### src/rtl/booth_pkg.sv
// Shared types and helpers for the radix-4 Booth multiplier.
package booth_pkg;

  typedef enum logic [1:0] {
    IDLE = 2'd0,
    CALC = 2'd1,
    DONE = 2'd2
  } state_t;

  typedef enum logic [2:0] {
    ZERO = 3'd0,
    POS1 = 3'd1,
    POS2 = 3'd2,
    NEG1 = 3'd3,
    NEG2 = 3'd4
  } booth_digit_t;

  // Radix-4 steps needed once operands are extended to width+2 bits.
  function automatic int booth_iter(input int width);
    return (width + 2) / 2;
  endfunction

endpackage

### src/rtl/booth_r4_recoder.sv
// Radix-4 Booth recoder: multiplier bit triplet {q[2i+1], q[2i], q[2i-1]} to digit.
module booth_r4_recoder
  import booth_pkg::*;
(
  input  logic [2:0]   triplet,
  output booth_digit_t digit
);

  // Standard radix-4 Booth table; 000 and 111 contribute nothing.
  always_comb begin
    digit = ZERO;
    case (triplet)
      3'b001, 3'b010: digit = POS1;
      3'b011:         digit = POS2;
      3'b100:         digit = NEG2;
      3'b101, 3'b110: digit = NEG1;
      default:        digit = ZERO;
    endcase
  end

endmodule

### src/rtl/booth_mult_r4.sv
// Sequential radix-4 Booth multiplier with valid/ready on both sides.
// One recoded digit is retired per CALC cycle; {acc, q} shifts right by two
// each step so that after ITER steps it holds the exact extended product.
module booth_mult_r4
  import booth_pkg::*;
#(
  parameter int WIDTH = 8
) (
  input  logic               clk,
  input  logic               rst,
  input  logic               in_valid,
  output logic               in_ready,
  input  logic               is_signed,
  input  logic [WIDTH-1:0]   multiplicando,
  input  logic [WIDTH-1:0]   multiplicador,
  output logic               out_valid,
  input  logic               out_ready,
  output logic [2*WIDTH-1:0] resultado,
  output logic               busy
);

  localparam int ITER = booth_iter(WIDTH);
  localparam int CW   = $clog2(ITER + 1);
  localparam int QW   = WIDTH + 2;  // extended operand width
  localparam int AW   = WIDTH + 4;  // accumulator width, wide enough for +-2M

  localparam logic [CW-1:0] CNT_INIT = CW'(ITER);
  localparam logic [CW-1:0] CNT_ONE  = CW'(1);

  state_t             state_q, state_d;
  logic [CW-1:0]      cnt_q, cnt_d;
  logic [AW-1:0]      acc_q, acc_d;
  logic [QW-1:0]      mcand_q, mcand_d;
  logic [QW-1:0]      q_q, q_d;
  logic               qm1_q, qm1_d;
  logic [2*WIDTH-1:0] res_q, res_d;

  booth_digit_t       digit;
  logic [AW-1:0]      m_ext, addend, sum;
  logic [AW+QW-1:0]   shifted;

  booth_r4_recoder u_rec (
    .triplet ({q_q[1], q_q[0], qm1_q}),
    .digit   (digit)
  );

  // One Booth step: add the selected multiple, then arithmetic shift {acc,q} by 2.
  always_comb begin
    m_ext  = {{2{mcand_q[QW-1]}}, mcand_q};
    addend = '0;
    case (digit)
      POS1:    addend = m_ext;
      POS2:    addend = {m_ext[AW-2:0], 1'b0};
      NEG1:    addend = -m_ext;
      NEG2:    addend = -{m_ext[AW-2:0], 1'b0};
      default: addend = '0;
    endcase
    sum     = acc_q + addend;
    shifted = $signed({sum, q_q}) >>> 2;
  end

  // FSM next-state, operand capture and result register update.
  always_comb begin
    state_d = state_q;
    cnt_d   = cnt_q;
    acc_d   = acc_q;
    mcand_d = mcand_q;
    q_d     = q_q;
    qm1_d   = qm1_q;
    res_d   = res_q;
    case (state_q)
      IDLE: begin
        if (in_valid) begin
          // Sign or zero extension folds the mode into the operands, so
          // unsigned operations run through the same signed datapath.
          mcand_d = is_signed ? {{2{multiplicando[WIDTH-1]}}, multiplicando}
                              : {2'b00, multiplicando};
          q_d     = is_signed ? {{2{multiplicador[WIDTH-1]}}, multiplicador}
                              : {2'b00, multiplicador};
          qm1_d   = 1'b0;
          acc_d   = '0;
          cnt_d   = CNT_INIT;
          state_d = CALC;
        end
      end
      CALC: begin
        acc_d = shifted[AW+QW-1:QW];
        q_d   = shifted[QW-1:0];
        qm1_d = q_q[1];
        cnt_d = cnt_q - CNT_ONE;
        if (cnt_q == CNT_ONE) begin
          res_d   = shifted[2*WIDTH-1:0];
          state_d = DONE;
        end
      end
      DONE: begin
        // Leave via IDLE so a waiting operation is taken next cycle.
        if (out_ready) state_d = IDLE;
      end
      default: state_d = IDLE;
    endcase
  end

  // State registers; reset aborts any operation in flight.
  always_ff @(posedge clk or negedge rst) begin
    if (!rst) begin
      state_q <= IDLE;
      cnt_q   <= '0;
      acc_q   <= '0;
      mcand_q <= '0;
      q_q     <= '0;
      qm1_q   <= 1'b0;
      res_q   <= '0;
    end else begin
      state_q <= state_d;
      cnt_q   <= cnt_d;
      acc_q   <= acc_d;
      mcand_q <= mcand_d;
      q_q     <= q_d;
      qm1_q   <= qm1_d;
      res_q   <= res_d;
    end
  end

  assign in_ready  = (state_q == IDLE);
  assign out_valid = (state_q == DONE);
  assign busy      = (state_q != IDLE);
  assign resultado = res_q;

endmodule

### config.mk
export PLATFORM = sky130hd
export DESIGN_NAME = booth_mult_r4
export DESIGN_NICKNAME = d
export VERILOG_FILES = /design/src/rtl/booth_pkg.sv /design/src/rtl/booth_r4_recoder.sv /design/src/rtl/booth_mult_r4.sv
export SDC_FILE = /design/constraint.sdc
export NUM_CORES = 1
export LEC_CHECK = 0
export ABC_AREA = 1
export CAP_MARGIN = 10
export CORE_MARGIN = 2
export CORE_UTILIZATION = 35
export CTS_BUF_LIST = sky130_fd_sc_hd__clkbuf_8 sky130_fd_sc_hd__clkbuf_16
export CTS_CLUSTER_SIZE = 8
export DETAILED_ROUTE_END_ITERATION = 12
export PLACE_DENSITY_LB_ADDON = 0.12
export SETUP_SLACK_MARGIN = 0.15
export SYNTH_ARGS = -nofsm -noshare
export SYNTH_HDL_FRONTEND = slang
export SYNTH_SLANG_ARGS = --single-unit
### constraint.sdc
create_clock -name clk -period 2.29 [get_ports clk]
set_input_delay 0.458 -clock clk [delete_from_list [all_inputs] [get_ports clk]]
set_output_delay 0.458 -clock clk [all_outputs]
set_load 0.02 [all_outputs]
==> flow_summary.json, run 1 <==
{
  "end_kind": "flop",
  "drive_gt1_frac": 0.3435,
  "synth_cell_types": 35,
  "ys_seq_area_frac": 0.4231,
  "crit_type": "flop to flop",
  "dpl.hpwl_um": 5747,
  "hold_viol_final": 0,
  "worstSetupStartpointType": "flop",
  "cts_tree": "yes",
  "cp.required_ns": 2.50,
  "min_period_over_period": 1.148,
  "whs_ns": 0.2391,
  "synth_area_um2": 3017,
  "setup_viol": 15,
  "clock-sinks": 51,
  "finalSetupTns_ns": -2.766,
  "arrival_ns": 2.84,
  "setup_ws_ns": -0.3389,
  "drc": 0,
  "dieWidth_um": 96.84,
  "die-area_um2": 9378,
  "grt_pass1_vias": 2939,
  "root_buffer": "clkbuf_8",
  "synthesis.area_per_instance_um2": 7.939,
  "dr.pass1.iters": 4,
  "drtIter0Drc": 110,
  "wl_met2_um": 4052,
  "h-tree-depth": 2,
  "cap_violations": 0,
  "track_usage": 0.1806,
  "drv_slew": 0,
  "min_period_ns": 2.629,
  "start_util": 0.3635,
  "syn_inst": 380,
  "port_buffers": 39,
  "vias": 2904,
  "grt_max_degree": 52,
  "numCtsBuffers": 5,
  "drtAntennaViolNets": 0,
  "ios": 40,
  "antenna_cells": 0,
  "violations": "negative setup slack",
  "top_layer": "met4",
  "via_per_inst": 4.864,
  "grt_antenna_before_repair": 0,
  "cts_hold_buf": 0,
  "cts.clk_slew.worst_paths_ns": 0.11,
  "rsz0062_at_grt": "yes",
  "yosys_warnings": 0,
  "worstSkewPairLatency_ns": 0.32,
  "fin_util": 0.5522,
  "fin_skew_ns": 0.006945,
  "crit_path_start": "mcand_q[1]$_DFFE_PN0P_",
  "endpoint": "resultado[15]$_DFFE_PN0P_",
  "wl_met3_um": 193,
  "status": "finished, violations left",
  "tightestPinTransition_ns": 0.6760,
  "cts_buffer_depth": 2,
  "syn_nets": 416,
  "maxSlewHeadroom": 0.5494,
  "reg2reg_slack_ns": -0.34,
  "worstReg2RegStart": "mcand_q[1]$_DFFE_PN0P_",
  "design_area_um2": 4583,
  "area_delta_synth_final_pct": 51.93,
  "wirelength_um": 8646,
  "finalNetCount": 527,
  "hold_class": "input pin to async pin",
  "cp_max_fo": 4,
  "grt_pass1_wl_um": 14010,
  "num_rows": 33,
  "design.core.area_um2": 8299,
  "wire_per_inst_um": 14.48,
  "ff2ff_path_depth": 17,
  "grt_remaining_overflow": 0,
  "max_freq_ghz": 0.3804,
  "place_area_um2": 3934,
  "synth-seq-cells": 51,
  "reg2reg_to": "resultado[15]$_DFFE_PN0P_",
  "gp_congestion": 0.8202,
  "dieHeight_um": 96.84,
  "met1_length_um": 4176
}
-- cell usage in the layout, fill, tap and decap left out, types with 5 or more instances in the layout --
cell type and n:
nand2_1 90, buf_4 62, dfrtp_1 50, inv_1 42
clkdlybuf4s50_1 38, nand3_1 20, o21ai_0 15, o21ai_2 14
nand2_2 11, buf_6 11, inv_2 10, nor2_1 10
o21ai_1 9, nand3_2 9, ha_1 8, nor2_4 7
a21oi_1 6, nand2_4 6, ha_4 6, xor2_1 5
o211ai_1 5, nor3_1 5, a221oi_1 5, clkbuf_8 5
-- layout make-up --
cell class | count | area [µm²]
Clock buffer | 5 | 68.82
Clock inverter | 3 | 20.02
Sequential cell | 51 | 1277
Multi-Input combinational cell | 270 | 1919
Timing Repair Buffer | 112 | 974.7
Inverter | 51 | 191.4
Fill cell | 746 | 3716
Tap cell | 105 | 131.4
-- Yosys cell counts --
| cell type | number | area [µm²] |
|---|---|---|
| nor2_1 | 16 | 60.06 |
| or2_2 | 2 | 12.51 |
| inv_1 | 47 | 176.4 |
| a21boi_0 | 1 | 7.510 |
| a22oi_1 | 2 | 15.01 |
| o31ai_1 | 1 | 7.510 |
| nand2_2 | 1 | 6.260 |
| dfrtp_1 | 51 | 1276 |
| o21ai_0 | 29 | 145.1 |
| a21oi_1 | 11 | 55.05 |
| buf_2 | 1 | 5.000 |
| nand4_1 | 3 | 18.77 |
| nor3_1 | 7 | 35.03 |
| fa_1 | 1 | 20.02 |
| a22o_1 | 1 | 8.760 |
| o21ai_2 | 9 | 78.83 |
| buf_6 | 2 | 22.52 |
| o221ai_1 | 2 | 17.52 |
| ha_1 | 14 | 175.2 |
| o22ai_1 | 3 | 18.77 |
| nand3_1 | 31 | 155.2 |
| buf_4 | 1 | 7.510 |
| nand3b_1 | 2 | 15.01 |
| nor2_2 | 1 | 6.260 |
| xor2_1 | 8 | 70.07 |
| o211ai_1 | 5 | 37.54 |
| nand2_1 | 106 | 397.9 |
| clkbuf_1 | 4 | 15.01 |
| o2111ai_1 | 3 | 26.28 |
| a221oi_1 | 5 | 43.79 |
| inv_2 | 4 | 15.01 |
| a2bb2oi_1 | 1 | 8.760 |
| xnor2_1 | 2 | 17.52 |
| nor2_4 | 2 | 22.52 |
| nor3_4 | 1 | 16.27 |
-- critical path, cell delays in order (launching register included) --
cell       delay, ns
dfrtp_1         0.42
inv_2           0.07
ha_4            0.16
buf_4           0.13
buf_6           0.11
xnor2_4         0.12
nand2_1         0.11
o2111ai_4       0.13
ha_4            0.31
buf_6           0.11
inv_1           0.07
nor3_4          0.18
nand2_1         0.08
nand3_2         0.10
buf_4           0.13
nand2_1         0.08
nand3b_1        0.12
nand2_1         0.06
-- registers in the layout, summed over array words and instances, names as in the netlist --
signal,flops
qm1_q,1
resultado,16
acc_q,10
mcand_q,9
q_q,10
cnt_q,3
state_q,2
-- repair_timing --
action | in CTS | in global routing
pin swaps | 45 | 27
setup endpoints to repair | 16 | 16
resized for setup | 51 | 47
buffers inserted | 11 | 9
-- per-stage QoR --
stage	cells	worst slack (ns)
global route	597	-0.4983
global placement	569	-0.3426
CTS	588	-0.2444
floorplan	380	-0.09370
detailed placement	569	-0.4011
finish	597	-0.3389
-- routing by layer --
layer  track usage  vias up
met5             0        -
met2        0.2869       35
met4       0.04984        0
met1        0.2562     1373
met3       0.02818       15
li1              -     1481
-- logic make-up after synthesis --
kind of cell	after synthesis	synth area share
simple gates	172	0.2472
xor+xnor	10	0.02904
compound gates	73	0.1560
buf+inv	59	0.08005
flops	51	0.4231
fa+ha+maj	15	0.06470
-- worst min path at each step --
stage	from	endpoint	slack, ns
floorplan	rst	acc_q[0]$_DFFE_PN0P_	0.16
global placement	resultado[7]$_DFFE_PN0P_	resultado[7]$_DFFE_PN0P_	0.46
detailed placement	resultado[7]$_DFFE_PN0P_	resultado[7]$_DFFE_PN0P_	0.46
CTS	rst	resultado[1]$_DFFE_PN0P_	0.28
global route	rst	resultado[2]$_DFFE_PN0P_	0.33
finish	rst	resultado[2]$_DFFE_PN0P_	0.24
Power of run 1 is left out: the tool's default activity adds up to more than one toggle a clock period on the data nets, which glitch-free logic cannot reach.
==> inputs of run 2 (changes only) <==
--- a/config.mk
+++ b/config.mk
@@ -12,6 +12,7 @@
 export CTS_BUF_LIST = sky130_fd_sc_hd__clkbuf_8 sky130_fd_sc_hd__clkbuf_16
 export CTS_CLUSTER_SIZE = 8
 export DETAILED_ROUTE_END_ITERATION = 12
+export HOLD_SLACK_MARGIN = 0.02
 export PLACE_DENSITY_LB_ADDON = 0.12
 export SETUP_SLACK_MARGIN = 0.15
 export SYNTH_ARGS = -nofsm -noshare
==> results of run 2 <==
Final layout, timing and power as in run 1 (identical DEF).
Power of run 2 is left out for the same reason.
